==> config.mk <==
export PLATFORM = sky130hd
export DESIGN_NAME = expr_result_compactor
export DESIGN_NICKNAME = d
export VERILOG_FILES = /design/src/rtl/expr_compact_pkg.sv /design/src/rtl/expr_misr32.sv /design/src/rtl/expr_result_compactor.sv
export SDC_FILE = /design/constraint.sdc
export NUM_CORES = 1
export LEC_CHECK = 0
export CAP_MARGIN = 20
export CORE_UTILIZATION = 47
export CTS_CLUSTER_SIZE = 14
export DETAILED_ROUTE_END_ITERATION = 16
export PLACE_DENSITY = 0.78
export SLEW_MARGIN = 40
export SYNTH_ARGS = -nofsm -noshare
export SYNTH_HDL_FRONTEND = slang
export SYNTH_SLANG_ARGS = --single-unit
==> constraint.sdc <==
create_clock -name clk -period 2.5 [get_ports clk]
set_input_delay 0.5 -clock clk [delete_from_list [all_inputs] [get_ports clk]]
set_output_delay 0.5 -clock clk [all_outputs]
set_load 0.01 [all_outputs]
==> src/rtl/expr_compact_pkg.sv <==
// Shared definitions for the expression-result compactor.
// Contents: FSM state enum, MISR polynomial and seed, and the 90-to-32 bit
// fold applied to every accepted expression result.
package expr_compact_pkg;

  localparam int unsigned SIG_W  = 32;
  localparam int unsigned FOLD_W = 90;

  localparam logic [SIG_W-1:0] MISR_POLY = 32'h04C11DB7;
  localparam logic [SIG_W-1:0] MISR_SEED = 32'hFFFFFFFF;

  typedef enum logic [1:0] {
    IDLE  = 2'd0,
    RUN   = 2'd1,
    FINAL = 2'd2,
    DONE  = 2'd3
  } state_t;

  // XOR the low two 32-bit words with the zero-extended 26-bit top slice.
  function automatic logic [SIG_W-1:0] fold90(input logic [FOLD_W-1:0] y);
    return y[31:0] ^ y[63:32] ^ {6'd0, y[89:64]};
  endfunction

endpackage

==> src/rtl/expr_misr32.sv <==
// 32-bit multiple-input signature register (CRC-32 polynomial feedback).
// Ports: clk, reset (sync, active-high, clears sig to 0),
//        load_seed (sig <= seed), enable (fold din into sig), din[31:0],
//        sig[31:0] (registered signature).
// Priority: reset > load_seed > enable.
module expr_misr32
  import expr_compact_pkg::*;
(
  input  logic        clk,
  input  logic        reset,
  input  logic        load_seed,
  input  logic        enable,
  input  logic [31:0] din,
  output logic [31:0] sig
);

  logic [31:0] next_sig_c;

  // Shift left, apply polynomial feedback on the outgoing MSB, then mix in data.
  always_comb begin
    next_sig_c = {sig[30:0], 1'b0} ^ (sig[31] ? MISR_POLY : 32'h0) ^ din;
  end

  always_ff @(posedge clk) begin
    if (reset) begin
      sig <= 32'h0;
    end else if (load_seed) begin
      sig <= MISR_SEED;
    end else if (enable) begin
      sig <= next_sig_c;
    end
  end

endmodule

==> src/rtl/expr_result_compactor.sv <==
// Compacts a stream of expression results into a 32-bit MISR signature and
// compares it against a golden value after num_vectors accepts.
// Ports: clk, reset (sync, active-high); start, num_vectors, expected_sig
//        (sampled on start); in_valid/in_ready/in_y upstream handshake;
//        busy, done, pass, signature, vec_count status (all registered).
// Optional: define EXPR_RESULT_CAPTURE_EN to add first_y/last_y capture
//        outputs holding the first and most recent accepted in_y of a run.
module expr_result_compactor
  import expr_compact_pkg::*;
#(
  parameter int unsigned Y_WIDTH   = 90,
  parameter int unsigned CNT_WIDTH = 16
) (
  input  logic                 clk,
  input  logic                 reset,
  input  logic                 start,
  input  logic [CNT_WIDTH-1:0] num_vectors,
  input  logic [31:0]          expected_sig,
  input  logic                 in_valid,
  output logic                 in_ready,
  input  logic [Y_WIDTH-1:0]   in_y,
  output logic                 busy,
  output logic                 done,
  output logic                 pass,
  output logic [31:0]          signature,
  output logic [CNT_WIDTH-1:0] vec_count
`ifdef EXPR_RESULT_CAPTURE_EN
  ,
  output logic [Y_WIDTH-1:0]   first_y,
  output logic [Y_WIDTH-1:0]   last_y
`endif
);

  state_t               state;
  logic [CNT_WIDTH-1:0] num_lat;
  logic [31:0]          exp_lat;

  logic                 accept_c;
  logic                 start_c;
  logic                 last_c;
  logic [31:0]          fold_c;

  // start only takes effect from an idle/finished state.
  always_comb begin
    accept_c = in_valid && in_ready;
    start_c  = start && ((state == IDLE) || (state == DONE));
    last_c   = accept_c && ((vec_count + CNT_WIDTH'(1)) == num_lat);
    fold_c   = fold90(FOLD_W'(in_y));
  end

  expr_misr32 u_misr (
    .clk       (clk),
    .reset     (reset),
    .load_seed (start_c),
    .enable    (accept_c),
    .din       (fold_c),
    .sig       (signature)
  );

  // Control FSM; in_ready and busy are registered alongside the state.
  always_ff @(posedge clk) begin
    if (reset) begin
      state     <= IDLE;
      in_ready  <= 1'b0;
      busy      <= 1'b0;
      done      <= 1'b0;
      pass      <= 1'b0;
      vec_count <= '0;
      num_lat   <= '0;
      exp_lat   <= '0;
    end else begin
      case (state)
        IDLE, DONE: begin
          if (start) begin
            num_lat   <= num_vectors;
            exp_lat   <= expected_sig;
            vec_count <= '0;
            done      <= 1'b0;
            pass      <= 1'b0;
            busy      <= 1'b1;
            if (num_vectors == '0) begin
              state <= FINAL;
            end else begin
              state    <= RUN;
              in_ready <= 1'b1;
            end
          end
        end
        RUN: begin
          if (accept_c) begin
            vec_count <= vec_count + CNT_WIDTH'(1);
          end
          if (last_c) begin
            state    <= FINAL;
            in_ready <= 1'b0;
          end
        end
        FINAL: begin
          // Signature is final here: no accepts occur outside RUN.
          pass  <= (signature == exp_lat);
          done  <= 1'b1;
          busy  <= 1'b0;
          state <= DONE;
        end
        default: begin
          state    <= IDLE;
          in_ready <= 1'b0;
          busy     <= 1'b0;
        end
      endcase
    end
  end

`ifdef EXPR_RESULT_CAPTURE_EN
  // vec_count==0 marks the first accept of a run.
  always_ff @(posedge clk) begin
    if (reset || start_c) begin
      first_y <= '0;
      last_y  <= '0;
    end else if (accept_c) begin
      if (vec_count == '0) begin
        first_y <= in_y;
      end
      last_y <= in_y;
    end
  end
`else
  // Capture registers are not built in this configuration.
`endif

endmodule

==> flow_summary.ini <==
[yosys]
synth_fp_nets = 883
synthFlopType = dfxtp_1
synth-adder-area-share_pct = 0.646
yosysTopAreaCell = dfxtp_1
yosys.area_share.simple_pct = 20.1
synth_cells = 738
synth_area_leaders = dfxtp_1 (35%), xnor2_1 (19%), a21oi_1 (11%), nand2_1 (7.7%), xor2_1 (4.2%)
ys_warn_count = 0
ys_ff_latch = 102
yosysUniqueCellTypes = 54
avgSynthCellArea_um2 = 7.88
muxShareOfSynthArea_pct = 0.603
synthArstFlopShare_pct = 0
synth_xor_area_share_pct = 23.2
ys_seq_area_share_pct = 35.1
synth_edf_count = 0
synth_compound_area_share_pct = 15.9
synth_top_cell_area_share_pct = 35.1
synth_top_family_by_area = XOR/XNOR gates
syn-cell-area_um2 = 5810

[cts]
clk_latency_ps = 350
clock-sinks = 102
numCtsBuffers = 9
cts_tree = yes
cts_resized = 0
cts.path.max_buffers = 2
clkTransAtPathRegs_ps = 70
root_buffer = clkbuf_16
cts.htree.levels = 3
postCtsSetupBuffers = 0
postCtsHoldBufs = 0

[pwr]
p_int_uw = 4650
pwr-share-clk_pct = 17.8
comb_power_share_pct = 49.9
leakagePower_uw = 0.00289
switching_share_pct = 39.6
power_density_nw_per_um2 = 939
net-switching-power_uw = 3050
power_frac_seq_pct = 32.3
vdd_drop_max_mv = 0.467

[route]
met2_length_um = 8540
wl_met1_um = 7310
wl_met3_um = 1340
drc = 0
wl_um = 17500
drt_pass1_iterations = 5
highest_layer = met4
vias_per_cell = 5.46
vias = 5841
ant_nets = 0
first_iter_violations = 409
wl_per_cell_um = 16.4

[sta]
skew_ps = 7.04
slew-limit-headroom_pct = 48.4
slew_violations = 0
rsz0062_at_grt = false
finalSetupViolations = 0
worst_pin_slew_ps = 774
finalHoldViolations = 0
fmax_ghz = 0.431
finalCriticalPeriod_ps = 2320
fin_tns_setup_ps = 0
final.period_utilization_pct = 92.8

[floorplanning]
core_area_um2 = 12000
io_pins = 194
die_h_um = 113
dieArea_um2 = 12800
die_w_um = 113
fp-row-count = 40
start_util_pct = 48.4

[worst_setup_path]
worstPathRequired_ps = 2740
max_stage_delay_ps = 520
cp-startpoint = vec_count[2]$_SDFFE_PP0P_
crit_end = state[1]$_SDFFE_PP0P_
r2r_cells = 6
r2r_end = state[1]$_SDFFE_PP0P_
worstPathCellList = nand4_1 > nor4_2 > xnor2_1 > a31oi_4 > and3_4 > mux2_4
worstPathBufferInverterCount = 0
path_depth = 6
endpoint_kind = flip-flop
startpoint_type = flip-flop
reg2reg_setup_slack_ps = 180
crit_path_top_delay_cell = dfxtp_1
path_class = flip-flop to flip-flop
worstPathArrival_ps = 2560
cp_top_family = simple AND/OR/NAND/NOR gates
rr_startpoint = vec_count[2]$_SDFFE_PP0P_
path_max_fanout = 11

[final_layout]
area_delta_synth_final_pct = 41.0
fin_cells = 1069
drive_gt1_share_pct = 6.19
fin_nets = 1061

[grt]
grt_pass1_vias = 5478
grt_max_degree = 82
gr-total-overflow = 0
grt_pass1_wl_um = 27200
track_usage_pct = 27.1
antenna_found_initial = 1

[hold_path]
hp-class = flip-flop to flip-flop

[place]
globalplace.congestion = 0.902
dp_hpwl_um = 13100
port_buffers = 193
placed_cells = 1052

[job]
max-cap-violations = 0

[outcome]
status = complete, no violations
state kept, by name (all words and copies together) (netlist names):
register and count:
exp_lat 32, u_misr.sig 32, num_lat 16, vec_count 16, state 2, busy 1, done 1, in_ready 1
pass 1
cell usage in the layout (no fill, tap or decap), drive strengths merged, types with 2 or more instances in the layout:
cell / netlist / final
nor4b: 2 / 2
and4: 3 / 3
buf: 16 / 25
o21ai: 11 / 11
clkdlybuf4s50: 0 / 192
nand4: 13 / 13
nand3: 11 / 11
and3: 6 / 6
nor4: 8 / 8
nand4b: 2 / 2
nor2b: 3 / 3
or4: 5 / 5
mux2i: 2 / 2
nand2: 120 / 120
clkinvlp: 0 / 2
a211o: 2 / 2
or3: 3 / 3
a31oi: 6 / 6
and2: 2 / 2
a21oi: 129 / 129
dfxtp: 102 / 102
xnor2: 126 / 126
nand2b: 2 / 2
nor2: 60 / 60
clkbuf: 34 / 11
o21bai: 2 / 2
inv: 5 / 7
a21o: 2 / 2
ha: 3 / 3
xor2: 28 / 28
nor3: 14 / 14
a211oi: 3 / 3
power groups by stage:
stage	Combinational, uW	Clock (uW)	Sequential, uW
6_report	3840	1370	2490
5_1_grt	4180	1470	2550
4_1_cts	3830	1390	2490
3_5_place_dp	3800	0	2520
3_3_place_gp	3720	0	2500
2_1_floorplan	2350	0	2510
synthesized netlist by cell type (4+ instances only):
cell / n
a21oi_1: 129
xnor2_1: 126
nand2_1: 119
dfxtp_1: 102
nor2_1: 60
clkbuf_1: 34
xor2_1: 28
nor3_1: 14
nand4_1: 13
o21ai_0: 11
nand3_1: 10
nor4_1: 7
a31oi_1: 5
buf_2: 5
buf_6: 5
inv_1: 5
buf_1: 4
or4_1: 4
final cells by class:
class / instances / area, um2
Fill cell: 992 / 3820
Multi-Input combinational cell: 581 / 3520
Timing Repair Buffer: 217 / 2130
Sequential cell: 102 / 2040
Clock buffer: 11 / 253
Tap cell: 147 / 184
Clock inverter: 5 / 40.0
Inverter: 5 / 18.8
Antenna cell: 1 / 2.50
tightest hold or removal path: cells and delay by family (launching register included):
family | cells | cell delay, ps
DFF | 1 | 320
and+or+nand+nor | 1 | 50
AOI/OAI and AO/OA | 1 | 50
logic make-up after synthesis:
| logic type | count (synthesis) |
|---|---|
| DFF | 102 |
| xor gates and xnor gates | 154 |
| AOI/OAI and AO/OA | 166 |
| and+or+nand+nor | 255 |
| adders and majority gates | 3 |
| muxes | 3 |
| buffers and inverters | 55 |
routing by layer:
| metal | vias to the layer above | track usage [%] |
|---|---|---|
| met3 | 24 | 4.93 |
| met2 | 232 | 45.6 |
| met4 | 0 | 10.5 |
| met1 | 2735 | 34.3 |
| li1 | 2850 | - |
| met5 | - | 0 |
through the flow:
stage | power, uW | instance area (um2) | util (%) | hold slack [ps] | setup WS (ps)
6_report | 7700 | 8190 | 68.2 | 470 | 179
5_1_grt | 8200 | 8190 | 68.2 | 490 | 6.27
4_1_cts | 7700 | 8190 | 68.2 | 472 | 210
3_5_place_dp | 6320 | 7900 | 65.8 | 462 | 56.1
3_3_place_gp | 6220 | 7900 | 65.8 | 450 | 163
2_1_floorplan | 4860 | 5810 | - | 448 | 161
how the worst min path moves through the flow:
stage                              from                  endpoint  slack (ps)  cells past startpoint
4_1_cts         exp_lat[6]$_SDFFE_PP0P_   exp_lat[6]$_SDFFE_PP0P_         470                      2
2_1_floorplan  exp_lat[21]$_SDFFE_PP0P_  exp_lat[21]$_SDFFE_PP0P_         450                      2
3_5_place_dp    exp_lat[6]$_SDFFE_PP0P_   exp_lat[6]$_SDFFE_PP0P_         460                      2
3_3_place_gp          pass$_SDFFE_PP0P_         pass$_SDFFE_PP0P_         450                      2
6_report       exp_lat[17]$_SDFFE_PP0P_  exp_lat[17]$_SDFFE_PP0P_         470                      2
5_1_grt         num_lat[9]$_SDFFE_PP0P_   num_lat[9]$_SDFFE_PP0P_         490                      2
No activity file was read; power rests on OpenSTA's default activity.
